`config.mk`:
```
export PLATFORM = sky130hd
export DESIGN_NAME = l1_bus_arbiter
export DESIGN_NICKNAME = d
export VERILOG_FILES = /design/src/rtl/l1_bus_arbiter.sv
export SDC_FILE = /design/constraint.sdc
export NUM_CORES = 1
export LEC_CHECK = 0
export CORE_AREA = 2 2 346 348
export CTS_BUF_LIST = sky130_fd_sc_hd__clkbuf_8
export DETAILED_ROUTE_END_ITERATION = 7
export DIE_AREA = 0 0 348 350
export PLACE_DENSITY = 0.39
export SKIP_CTS_REPAIR_TIMING = 1
export SLEW_MARGIN = 30
export SYNTH_ARGS = -nofsm -noshare
export SYNTH_HDL_FRONTEND = slang
export SYNTH_SLANG_ARGS = --single-unit
export TNS_END_PERCENT = 20
```
`constraint.sdc`:
```
create_clock -name clk -period 2 [get_ports clk]
set_input_delay 0.5 -clock clk [delete_from_list [all_inputs] [get_ports clk]]
set_output_delay 0.5 -clock clk [all_outputs]
set_load 0.05 [all_outputs]
```
`src/rtl/l1_bus_arbiter.sv`:
```
// Round-robin arbiter sharing one L1 memory bus between the I-cache (client 0)
// and D-cache (client 1); tags requests with their source and routes responses back.
module l1_bus_arbiter #(
  parameter int unsigned ADDR_W    = 32,
  parameter int unsigned DATA_W    = 128,
  parameter int unsigned ID_W      = 2,
  parameter int unsigned MAX_OUTST = 4
) (
  input  logic              clk,
  input  logic              rst,

  input  logic              c0_req_valid,
  output logic              c0_req_ready,
  input  logic              c0_req_we,
  input  logic [ADDR_W-1:0] c0_req_addr,
  input  logic [DATA_W-1:0] c0_req_data,
  input  logic [ID_W-1:0]   c0_req_id,
  output logic              c0_resp_valid,
  input  logic              c0_resp_ready,
  output logic [DATA_W-1:0] c0_resp_data,
  output logic [ID_W-1:0]   c0_resp_id,

  input  logic              c1_req_valid,
  output logic              c1_req_ready,
  input  logic              c1_req_we,
  input  logic [ADDR_W-1:0] c1_req_addr,
  input  logic [DATA_W-1:0] c1_req_data,
  input  logic [ID_W-1:0]   c1_req_id,
  output logic              c1_resp_valid,
  input  logic              c1_resp_ready,
  output logic [DATA_W-1:0] c1_resp_data,
  output logic [ID_W-1:0]   c1_resp_id,

  output logic              mem_req_valid,
  input  logic              mem_req_ready,
  output logic              mem_req_we,
  output logic [ADDR_W-1:0] mem_req_addr,
  output logic [DATA_W-1:0] mem_req_data,
  output logic [ID_W:0]     mem_req_id,

  input  logic              mem_resp_valid,
  output logic              mem_resp_ready,
  input  logic [DATA_W-1:0] mem_resp_data,
  input  logic [ID_W:0]     mem_resp_id,

  output logic              err
);

  localparam int unsigned CNT_W = $clog2(MAX_OUTST + 1);
  localparam int unsigned MID_W = ID_W + 1;

  logic              slot_q,  slot_d;
  logic              we_q,    we_d;
  logic [ADDR_W-1:0] addr_q,  addr_d;
  logic [DATA_W-1:0] data_q,  data_d;
  logic [MID_W-1:0]  id_q,    id_d;
  logic [CNT_W-1:0]  cnt0_q,  cnt0_d;
  logic [CNT_W-1:0]  cnt1_q,  cnt1_d;
  logic              last_q,  last_d;
  logic              err_q,   err_d;

  logic elig0, elig1, win1, can_load, accept;
  logic resp_sel, resp_hs, dec0, dec1, zero_hit;

  // Arbitration: lone eligible client wins, otherwise the one not granted last.
  always_comb begin
    elig0        = c0_req_valid & (cnt0_q < CNT_W'(MAX_OUTST));
    elig1        = c1_req_valid & (cnt1_q < CNT_W'(MAX_OUTST));
    win1         = (elig0 & elig1) ? ~last_q : elig1;
    can_load     = ~slot_q | mem_req_ready;
    accept       = can_load & (elig0 | elig1);
    c0_req_ready = accept & ~win1;
    c1_req_ready = accept & win1;
  end

  // Response routing is purely combinational; MSB of the ID owns the response.
  always_comb begin
    resp_sel       = mem_resp_id[ID_W];
    c0_resp_valid  = mem_resp_valid & ~resp_sel;
    c1_resp_valid  = mem_resp_valid & resp_sel;
    mem_resp_ready = resp_sel ? c1_resp_ready : c0_resp_ready;
    c0_resp_data   = mem_resp_data;
    c1_resp_data   = mem_resp_data;
    c0_resp_id     = mem_resp_id[ID_W-1:0];
    c1_resp_id     = mem_resp_id[ID_W-1:0];
    resp_hs        = mem_resp_valid & mem_resp_ready;
  end

  always_comb begin
    slot_d = slot_q;
    we_d   = we_q;
    addr_d = addr_q;
    data_d = data_q;
    id_d   = id_q;
    last_d = last_q;
    if (accept) begin
      slot_d = 1'b1;
      last_d = win1;
      we_d   = win1 ? c1_req_we   : c0_req_we;
      addr_d = win1 ? c1_req_addr : c0_req_addr;
      data_d = win1 ? c1_req_data : c0_req_data;
      id_d   = {win1, (win1 ? c1_req_id : c0_req_id)};
    end else if (mem_req_ready) begin
      slot_d = 1'b0;
    end
  end

  // A response to a client with nothing outstanding is flagged, never underflows.
  always_comb begin
    zero_hit = resp_sel ? (cnt1_q == '0) : (cnt0_q == '0);
    dec0     = resp_hs & ~resp_sel & (cnt0_q != '0);
    dec1     = resp_hs &  resp_sel & (cnt1_q != '0);
    cnt0_d   = cnt0_q + CNT_W'(c0_req_ready) - CNT_W'(dec0);
    cnt1_d   = cnt1_q + CNT_W'(c1_req_ready) - CNT_W'(dec1);
    err_d    = err_q | (resp_hs & zero_hit);
  end

  always_ff @(posedge clk or negedge rst) begin
    if (!rst) begin
      slot_q <= 1'b0;
      we_q   <= 1'b0;
      addr_q <= '0;
      data_q <= '0;
      id_q   <= '0;
      cnt0_q <= '0;
      cnt1_q <= '0;
      last_q <= 1'b1;
      err_q  <= 1'b0;
    end else begin
      slot_q <= slot_d;
      we_q   <= we_d;
      addr_q <= addr_d;
      data_q <= data_d;
      id_q   <= id_d;
      cnt0_q <= cnt0_d;
      cnt1_q <= cnt1_d;
      last_q <= last_d;
      err_q  <= err_d;
    end
  end

  assign mem_req_valid = slot_q;
  assign mem_req_we    = we_q;
  assign mem_req_addr  = addr_q;
  assign mem_req_data  = data_q;
  assign mem_req_id    = id_q;
  assign err           = err_q;

endmodule

```
==> qor.csv <==
metric;value;unit
status;finished with violations;
violated checks;setup timing;
Final Skew;0.01319;ns
r2r startpoint;cnt1_q[2];
Die W;348;um
post-synth top area cell;dfrtp_1;
placed cell areas;16130;sq um
die height;350;um
# rows;126;
Post-Syn Nets;1689;
Synth Instances;1218;
Worst Hold Class;in2async;
hold_ws;0.4432;ns
worst setup margin;-0.4222;ns
Worst R2R Setup Slack;-0.11;ns
number of global-route vias before repair;10010;
antenna viol nets, final;0;
fraction of layout cells with a size suffix above 1;0.2021;
FF/Latch Area;4332;sq um
Clock Tree Root;clkbuf_8;
Critical Path Sink Type;primary output;
I/O pins;896;
RSZ-0062 raised after global routing;yes;
Seq/Total Area, Yosys;0.4009;
Final period util;1.211;
worst-path fanout max;3;
CP max-delay cell;dfrtp_1;
power consumption;25.82;mW
Worst-Margin Slew;0.5619;ns
first drt pass iteration count;5;
largest net degree at the start of global routing;54;
CTS tree;built;
max cap viols;0;
initial antenna violation count;7;
Synth area leaders;dfrtp_1, buf_4, o221ai_1;
final hold vios;0;
Core Region;117800;sq um
Worst slew margin;0.6254;
first-pass GRT wire length;77550;um
startpoint types;register;
final non-filler cell total;3034;
switching fraction of total power;0.5279;
Multi-input gate area;2819;sq um
CP arrival;1.92;ns
Worst VDD drop;0.5345;mV
setup_tns;-0.9087;ns
Worst-Skew Late Latency;0.61;ns
Final Cell Area;16670;sq um
GRT overflow;0;
gpl congestion;0.7463;
Placement Setup Slack;-0.5682;ns
CTS max path bufs;2;
fillers;13440;
Post-Place Cells;2991;
Initial Util;0.09171;
CP Class;reg2out;
H-tree levels;4;
pwr dens;1549;nW/um^2
reg2reg end;cnt1_q[2];
Reg clk slew, reported paths;0.10;ns
Net Sw Power;13.63;mW
post-DP HPWL;46010;um
f_max;412.8;MHz
Worst Path Buf+Inv;3;
Netlist cell types;31;
Final Core Density;0.1415;
most frequent CP cell;buf_6;
area of the mapped netlist;10800;sq um
Synth Area per Inst;8.867;sq um
Comb pwr share;0.633;
Reg power frac;0.249;
nets;1953;
total internal power;12.19;mW
worst-path cell chain;buf_6 > or3b_4 > and3_4 > buf_6 > buf_12;
Final Setup Violations;5;
register bit total from synthesis;173;
DRC Markers;0;
vias per inst;3.122;
Top delay family on crit path;simple AND/OR/NAND/NOR gates;
CTS sink cnt;173;
Synthesis Warnings;0;
post-synth top area share;0.3985;
LEAKAGE;7.388;nW
TritonCTS buffer count;17;
clock network power share;0.119;
final slew viol count;0;
drt wl/cell;18.73;um
GRT Util Overall;0.09154;
min Tclk post-route;2.422;ns
Layout area overhead;54.33;%
WP data required;1.50;ns
Worst path max stage delay;0.41;ns
PortBufs;505;
R2R depth;10;
DIE AREA;121800;sq um
initial DRC count;362;
wirelength, routed;56810;um
Vias;9471;
-- routing by layer --
metal | share of wire | track usage | routed length, um
met2 | 0.46 | 0.1464 | 26140
met4 | 0.044 | 0.04850 | 2485
met3 | 0.12 | 0.05214 | 6713
met5 | 0.0018 | 0.003140 | 102
met1 | 0.38 | 0.09502 | 21370
-- state kept, by name, summed over array words and instances, names as in the netlist --
name           cells
mem_req_valid      1
mem_req_we         1
err                1
mem_req_id         3
last_q             1
mem_req_addr      32
cnt0_q             3
mem_req_data     128
cnt1_q             3
-- cell type report --
type,count,share of cell area
timing repair buffer,596,0.3518
clock buffer,21,0.01734
inverter,337,0.07634
tap,1536,0.1153
antenna,4,0.0006005
clock inverter,10,0.009608
sequential,173,0.2599
multi-input combinational,357,0.1691
-- how the worst max path moves through the flow --
stage	startpoint	endpoint	cells past startpoint
floorplan	mem_req_valid	cnt0_q[2]	10
global placement	mem_resp_valid	cnt0_q[2]	10
detailed placement	mem_resp_valid	cnt0_q[2]	10
CTS	cnt1_q[2]	c0_req_ready	5
global route	cnt1_q[2]	c0_req_ready	5
finish	cnt1_q[2]	c0_req_ready	5
-- power by group through the flow --
stage,logic (mW),clock network [mW],registers (mW)
floorplan,5.39,0,11.9
global placement,16.7,0,6.46
detailed placement,16.7,0,6.45
CTS,16.7,3.30,6.43
global route,17.4,3.39,6.67
finish,16.3,3.06,6.42
-- cell families (layout without fill, tap and decap cells) --
kind of cell,Yosys count,in the layout,share of synthesized area
xor+xnor,4,4,0.003243
fa+ha+maj,6,6,0.008341
mux,2,2,0.002085
buf+inv,688,964,0.3466
compound gates,167,167,0.1346
flops,173,173,0.4010
simple gates,178,178,0.1041
other cells,0,4,0
-- cells in the mapped netlist --
master and instances:
o21a_1 1, nand4_1 163, dfstp_2 1, buf_4 260
and3b_1 1, nor3_1 2, and3_1 1, fa_1 2
dfrtp_1 172, nand2_1 1, a31o_1 1, ha_1 4
buf_2 40, nor2b_2 1, o221ai_1 163, mux2_2 2
and2_1 1, xnor2_1 4, nand2b_1 1, buf_6 18
inv_1 336, nand3_2 1, and4b_1 1, o21ai_1 2
nand3b_1 1, buf_1 17, inv_2 1, or3b_4 1
nor2b_1 2, clkbuf_1 16, nor2_1 1
-- worst register-to-register path, cell delays in order, from the launching register on --
cell     delay (ns)
dfrtp_1        0.41
buf_4          0.15
nor3_4         0.11
and4b_1        0.21
ha_1           0.27
inv_1          0.06
ha_1           0.13
inv_1          0.05
fa_1           0.37
xnor2_1        0.17
xnor2_1        0.13
-- placed cells by master, fill, tap and decap left out, types with 3 or more instances in the layout --
cell,instances
buf_12,41
buf_4,198
buf_6,3
bufinv_16,4
clkbuf_2,10
clkbuf_8,21
clkdlybuf4s50_1,332
clkinvlp_4,3
dfrtp_1,171
diode_2,4
dlymetal6s2s_1,10
ha_1,3
inv_1,336
nand4_1,163
nor2b_4,3
o221ai_1,163
xnor2_1,3
Note: power is estimated with default switching activity, not from simulation.
